===== src/rtl/sha256_msg_padder_pkg.sv =====
// Shared SHA-256 constants: padder state encoding, block-count codes, length limits
// and the padding helper used by the padder (the hash core imports the same package).
package sha256_msg_padder_pkg;

    typedef enum logic [2:0] {
        COLLECT = 3'd0,
        PAD     = 3'd1,
        ISSUE   = 3'd2,
        WAIT0   = 3'd3,
        WAIT1   = 3'd4,
        DRAIN   = 3'd5
    } pad_state_t;

    localparam logic [1:0] BLK_TYPE_ONE      = 2'd0;
    localparam logic [1:0] BLK_TYPE_TWO      = 2'd2;
    localparam logic [6:0] MAX_MSG_BYTES     = 7'd119;
    localparam logic [6:0] ONE_BLK_MAX_BYTES = 7'd55;

    // 0x80 terminator at byte len, zeros after it, 64-bit bit length at the end of
    // the first block (len <= 55) or of the second block.
    function automatic logic [1023:0] pad_block(input logic [1023:0] data,
                                                input logic [6:0]    len);
        logic [1023:0] r;
        logic [63:0]   bit_len;
        r = data;
        for (int i = 0; i < 128; i++) begin
            if (i == int'(len))
                r[1023 - 8*i -: 8] = 8'h80;
            else if (i > int'(len))
                r[1023 - 8*i -: 8] = 8'h00;
        end
        bit_len = {54'd0, len, 3'b000};
        if (len <= ONE_BLK_MAX_BYTES)
            r[575:512] = bit_len;
        else
            r[63:0] = bit_len;
        return r;
    endfunction

endpackage


===== src/rtl/sha256_msg_padder.sv =====
// Collects a byte-aligned message of up to 119 bytes, pads it into one or two
// 512-bit SHA-256 blocks and hands them to the hash core one block at a time.
//
// state   | meaning
// COLLECT | idle / accepting message words
// PAD     | apply terminator, zero fill and length (one cycle)
// ISSUE   | pulse start with block 0 on msg
// WAIT0   | waiting for the core to finish block 0
// WAIT1   | block 1 on msg, waiting for the core to finish it
// DRAIN   | message too long, discarding words until in_last
module sha256_msg_padder
    import sha256_msg_padder_pkg::*;
#(
    parameter logic [1:0] TWO_BLK_TYPE = BLK_TYPE_TWO,
    parameter logic [1:0] ONE_BLK_TYPE = BLK_TYPE_ONE
) (
    input  logic         CLK,
    input  logic         reset,
    input  logic         in_valid,
    output logic         in_ready,
    input  logic [31:0]  in_data,
    input  logic         in_last,
    input  logic [1:0]   in_bytes,
    output logic         start,
    output logic [511:0] msg,
    output logic [1:0]   blk_type,
    input  logic         blk_done,
    output logic         busy,
    output logic         error
);

    pad_state_t     state, state_nxt;
    logic [1023:0]  buffer;
    logic [1023:0]  padded;
    logic [4:0]     word_idx;
    logic [6:0]     byte_cnt;
    logic [6:0]     last_bytes;
    logic [6:0]     total;
    logic           two_blk;
    logic           accept;
    logic           err_set;

    assign in_ready   = (state == COLLECT) || (state == DRAIN);
    assign accept     = in_valid && in_ready;
    assign busy       = (state != COLLECT);
    assign start      = (state == ISSUE);
    assign last_bytes = (in_bytes == 2'd0) ? 7'd4 : {5'd0, in_bytes};
    assign total      = byte_cnt + last_bytes;
    assign padded     = pad_block(buffer, byte_cnt);

    always_comb begin
        state_nxt = state;
        err_set   = 1'b0;
        case (state)
            COLLECT: begin
                if (accept) begin
                    if (in_last) begin
                        if (total <= MAX_MSG_BYTES)
                            state_nxt = PAD;
                        else
                            err_set = 1'b1;
                    end else if (word_idx == 5'd30) begin
                        state_nxt = DRAIN;
                    end
                end
            end
            PAD:   state_nxt = ISSUE;
            ISSUE: state_nxt = WAIT0;
            WAIT0: if (blk_done) state_nxt = two_blk ? WAIT1 : COLLECT;
            WAIT1: if (blk_done) state_nxt = COLLECT;
            DRAIN: begin
                if (accept && in_last) begin
                    err_set   = 1'b1;
                    state_nxt = COLLECT;
                end
            end
            default: state_nxt = COLLECT;
        endcase
    end

    always_ff @(posedge CLK) begin
        if (reset) begin
            state    <= COLLECT;
            word_idx <= '0;
            byte_cnt <= '0;
            error    <= 1'b0;
            two_blk  <= 1'b0;
            blk_type <= ONE_BLK_TYPE;
            msg      <= '0;
        end else begin
            state <= state_nxt;
            error <= err_set;
            case (state)
                COLLECT: begin
                    if (accept) begin
                        // word w occupies bits 1023-32w down to 992-32w
                        buffer[{~word_idx, 5'h1f} -: 32] <= in_data;
                        if (in_last) begin
                            word_idx <= '0;
                            byte_cnt <= (total <= MAX_MSG_BYTES) ? total : 7'd0;
                        end else begin
                            word_idx <= word_idx + 5'd1;
                            byte_cnt <= byte_cnt + 7'd4;
                        end
                    end
                end
                PAD: begin
                    buffer   <= padded;
                    msg      <= padded[1023:512];
                    two_blk  <= (byte_cnt > ONE_BLK_MAX_BYTES);
                    blk_type <= (byte_cnt > ONE_BLK_MAX_BYTES) ? TWO_BLK_TYPE : ONE_BLK_TYPE;
                    byte_cnt <= '0;
                end
                WAIT0: begin
                    if (blk_done && two_blk)
                        msg <= buffer[511:0];
                end
                DRAIN: begin
                    word_idx <= '0;
                    byte_cnt <= '0;
                end
                default: ;
            endcase
        end
    end

endmodule


===== config.mk =====
export PLATFORM = sky130hd
export DESIGN_NAME = sha256_msg_padder
export DESIGN_NICKNAME = d
export VERILOG_FILES = /design/src/rtl/sha256_msg_padder_pkg.sv /design/src/rtl/sha256_msg_padder.sv
export SDC_FILE = /design/constraint.sdc
export NUM_CORES = 2
export LEC_CHECK = 0
export CELL_PAD_IN_SITES_DETAIL_PLACEMENT = 0
export CELL_PAD_IN_SITES_GLOBAL_PLACEMENT = 1
export CORE_ASPECT_RATIO = 1.4
export CORE_MARGIN = 4
export CORE_UTILIZATION = 23
export CTS_BUF_LIST = sky130_fd_sc_hd__clkbuf_16
export CTS_CLUSTER_DIAMETER = 120
export DETAILED_ROUTE_END_ITERATION = 7
export GPL_ROUTABILITY_DRIVEN = 0
export GPL_TIMING_DRIVEN = 0
export PLACE_DENSITY = 0.46
export SLEW_MARGIN = 20
export SYNTH_ARGS = -nofsm -noshare
export SYNTH_HDL_FRONTEND = slang
export SYNTH_SLANG_ARGS = --single-unit

===== constraint.sdc =====
create_clock -name CLK -period 4.8 [get_ports CLK]
set_input_delay 1.2 -clock CLK [delete_from_list [all_inputs] [get_ports CLK]]
set_output_delay 1.2 -clock CLK [all_outputs]
set_load 0.05 [all_outputs]

==> results.md <==
* Max-Cap Viols at 0
* Synth Flop Type: edfxtp_1
* Post-Synthesis Cells at approximately 7,000
* FF-to-FF setup slack at -0.04 ns
* CP top delay family: buffers and inverters
* PortBufs at between 500 and 600
* Final Max Slew Viols at 0
* Endpoints failing hold at 0
* Post-layout util at 0.292
* Final min period at about 4.8 ns
* GRT Total Usage at 0.285
* Post-Syn Area at roughly 70,000 um^2
* Fillcell total at ~33,000
* PwrDens at 638 nW/um^2
* Root Buffer: clkbuf_16
* CP Capture Type: register
* CP Launch Type: register
* Vias at ~70,000
* I/O pin count at 557
* Hold buffer count at cts at 0
* Critical path endpoint: msg[76]
* Worst Tran Pin Value at between 1 and 1.5 ns
* Worst R2R Path Depth at 11
* DR iter-0 viols at 8,636
* Clk Latency, worst-skew pair at 0.92 ns
* Mean area per synthesized cell at between 10 and 15 um^2
* Initial Util at 0.231
* Crit path max-delay cell type: nand3b_1
* Setup crit start: byte_cnt[3]
* TritonRoute pass-1 iters at 6
* Wire per inst at ~39 um
* Largest buffer count on any clock path at 4
* CTS tree: built
* Kind of critical path: reg -> reg
* Most frequent cells in the layout: 1,024 x edfxtp_1, 766 x a21oi_1, 692 x nand2_1
* PnR worst setup slack at -0.0441 ns
* Dpl hpwl at approximately 370,000 um
* Die area at 320,000 um^2
* Largest net degree at the start of global routing at 26
* First-pass GRT wire length at 621,000 um
* Unique masters post-synth at 111
* Multi-input logic area at 27,000 um^2
* FF+latch count, synth at between 1,500 and 2,000
* Max incr delay on CP at between 0.7 and 0.8 ns
* Worst path arrival time at between 5 and 6 ns
* Post-Route WL at around 480,000 um
* CP cell instances: buf_6 > buf_4 > inv_2 > buf_2 > ha_1 > buf_2 > nand3b_1 > a31oi_1 > nor2_1 > a221oi_1 > nor2_1
* CTS buffer count at about 190
* H-tree depth at 4
* Reg-to-reg startpoint: byte_cnt[3]
* Yosys warning count at 0
* Most common cell after layout, fill and taps aside: edfxtp_1
* FMAX at 206 MHz
* FF+latch area at roughly 41,000 um^2
* Asr flop ratio synth at 0
* Hold Path Class: reg -> reg
* Number of core rows at around 240
* DIE WIDTH at around 480 um
* Vias per cell at 5.73
* Final setup vio count at 11
* Core ar. at 310,000 um^2
* NumNets Final at a little under 8,000
* Levels on crit path at 11
* Clock Sinks at about 1,600
* WHS at approximately 0.47 ns
* Leakage power total at around 0.031 uW
* Antenna violations before repair at 57
* Worst path bufs/invs at 5
* RSZ-0062 raised after global routing: no
* Critical Path Fanout Max at 11
* Failing checks: negative setup slack
* Area Overhead vs Synth at 26.5%
* EDFF count, synth at 1,024
* Worst slew margin at 0.113
* Die span in y at approximately 670 um
* Outcome: finished, violations left
* R2R Path End: msg[76]
* DR DRC count at 0
* ANT nets after route at 0
* Sequential share of the synthesized area at 0.578
* Worst vdd ir at around 0.36 mV
* Worst Clk Skew at between 0.06 and 0.07 ns
* Synthesized Nets at around 7,100
* Grt total ovfl at 0
* Critical Path RT at approximately 5.5 ns
* Tcrit/Tclk final at 1.01
* Share of cells above drive strength 1 at 0.109
* Vias in the first global route at approximately 66,000
* Clock transition at the registers of the reported paths at roughly 0.07 ns
-- sequential cells by signal, indices dropped and copies added, names as in the netlist --
register / count
msg: 512
state: 3
buffer: 1024
error: 1
blk_type: 1
word_idx: 5
byte_cnt: 7
-- layout make-up --
type                            count  area share
Antenna cell                       32    0.000885
Sequential cell                  1553       0.457
Inverter                           25     0.00104
Clock inverter                    147      0.0105
Tap cell                         4148      0.0573
Buffer                            770      0.0386
Clock buffer                      190      0.0525
Timing Repair Buffer              643      0.0837
Multi-Input combinational cell   4660       0.299
-- layer usage --
layer | track usage | share of wire | up-vias
li1 | - | - | 28600
met1 | 0.340 | 0.38 | 35700
met2 | 0.450 | 0.45 | 4261
met3 | 0.0733 | 0.088 | 1102
met4 | 0.197 | 0.083 | 26
met5 | 0 | 0.00040 | -
-- synthesized netlist by cell type (11+ instances only) --
cell	n	area share
ha_1	14	0.0024
nor2b_1	25	0.0022
buf_4	25	0.0026
buf_2	216	0.015
o31ai_1	14	0.0015
a211o_1	13	0.0016
nand3_1	600	0.042
a32o_1	412	0.058
dfxtp_1	529	0.15
edfxtp_1	1024	0.43
and2_1	22	0.0019
clkbuf_1	483	0.025
a21o_1	13	0.0014
o211ai_1	13	0.0014
nor3_2	14	0.0020
a22oi_1	13	0.0014
o21ai_1	17	0.0012
inv_1	21	0.0011
a221oi_1	355	0.043
a31oi_1	35	0.0031
o21ai_0	584	0.041
nand2_1	692	0.036
a21oi_1	772	0.054
buf_1	36	0.0019
and3_1	11	0.00096
o32ai_1	18	0.0022
a21oi_2	20	0.0024
o22ai_1	99	0.0087
or3_1	14	0.0012
a211oi_1	19	0.0020
nor3_1	61	0.0043
nor2_1	597	0.031
-- tightest hold or removal path, cell delays in order, from the launching register on --
cell and delay [ns]:
dfxtp_1 0.31, nand2_1 0.05, a21oi_1 0.05
-- metrics by stage --
step | instances | area (um^2) | total power (uW) | worst slack (ns) | setup TNS [ns]
detailed placement | 11800 | 84700 | 43600 | -0.546 | -10.18
CTS | 12100 | 90400 | 57700 | 0.148 | 0
global placement | 11700 | 82200 | 43100 | -1.85 | -891.61
global route | 12100 | 90400 | 59400 | 0.104 | 0
finish | 12200 | 90500 | 57800 | -0.0441 | -0.147
floorplan | 7008 | 71600 | 32100 | 0.806 | 0
-- cell families after synthesis --
kind of cell | after synthesis | share of synthesized area
AO/OA/AOI/OAI | 2502 | 0.237
AND/OR/NAND/NOR | 2135 | 0.134
flip-flops | 1553 | 0.578
buffers and inverters | 795 | 0.0478
adder cells (fa/ha/maj) | 15 | 0.00273
XOR/XNOR | 5 | 0.000612
multiplexers | 2 | 0.000280
other | 1 | 0.0000524
-- worst min-delay path by stage --
stage,startpoint,end,slack [ns],cells after the start
finish,msg[127],msg[127],0.47,2
detailed placement,msg[127],msg[127],0.45,2
CTS,msg[127],msg[127],0.46,2
global route,msg[359],msg[359],0.50,2
global placement,msg[327],msg[327],0.45,2
floorplan,buffer[63],msg[63],0.49,2
-- power breakdown --
group / switching, uW / internal, uW
clock: 6360 / 7700
combinational: 17300 / 5740
sequential: 2260 / 18400
total: 25900 / 31800
-- timing repair --
item / 4_1_cts / 5_1_grt
setup endpoints to repair: 11 / 0
gates resized for setup: 2 / 0
buffers inserted: 0 / 0
No activity file was read; power rests on OpenSTA's default activity.
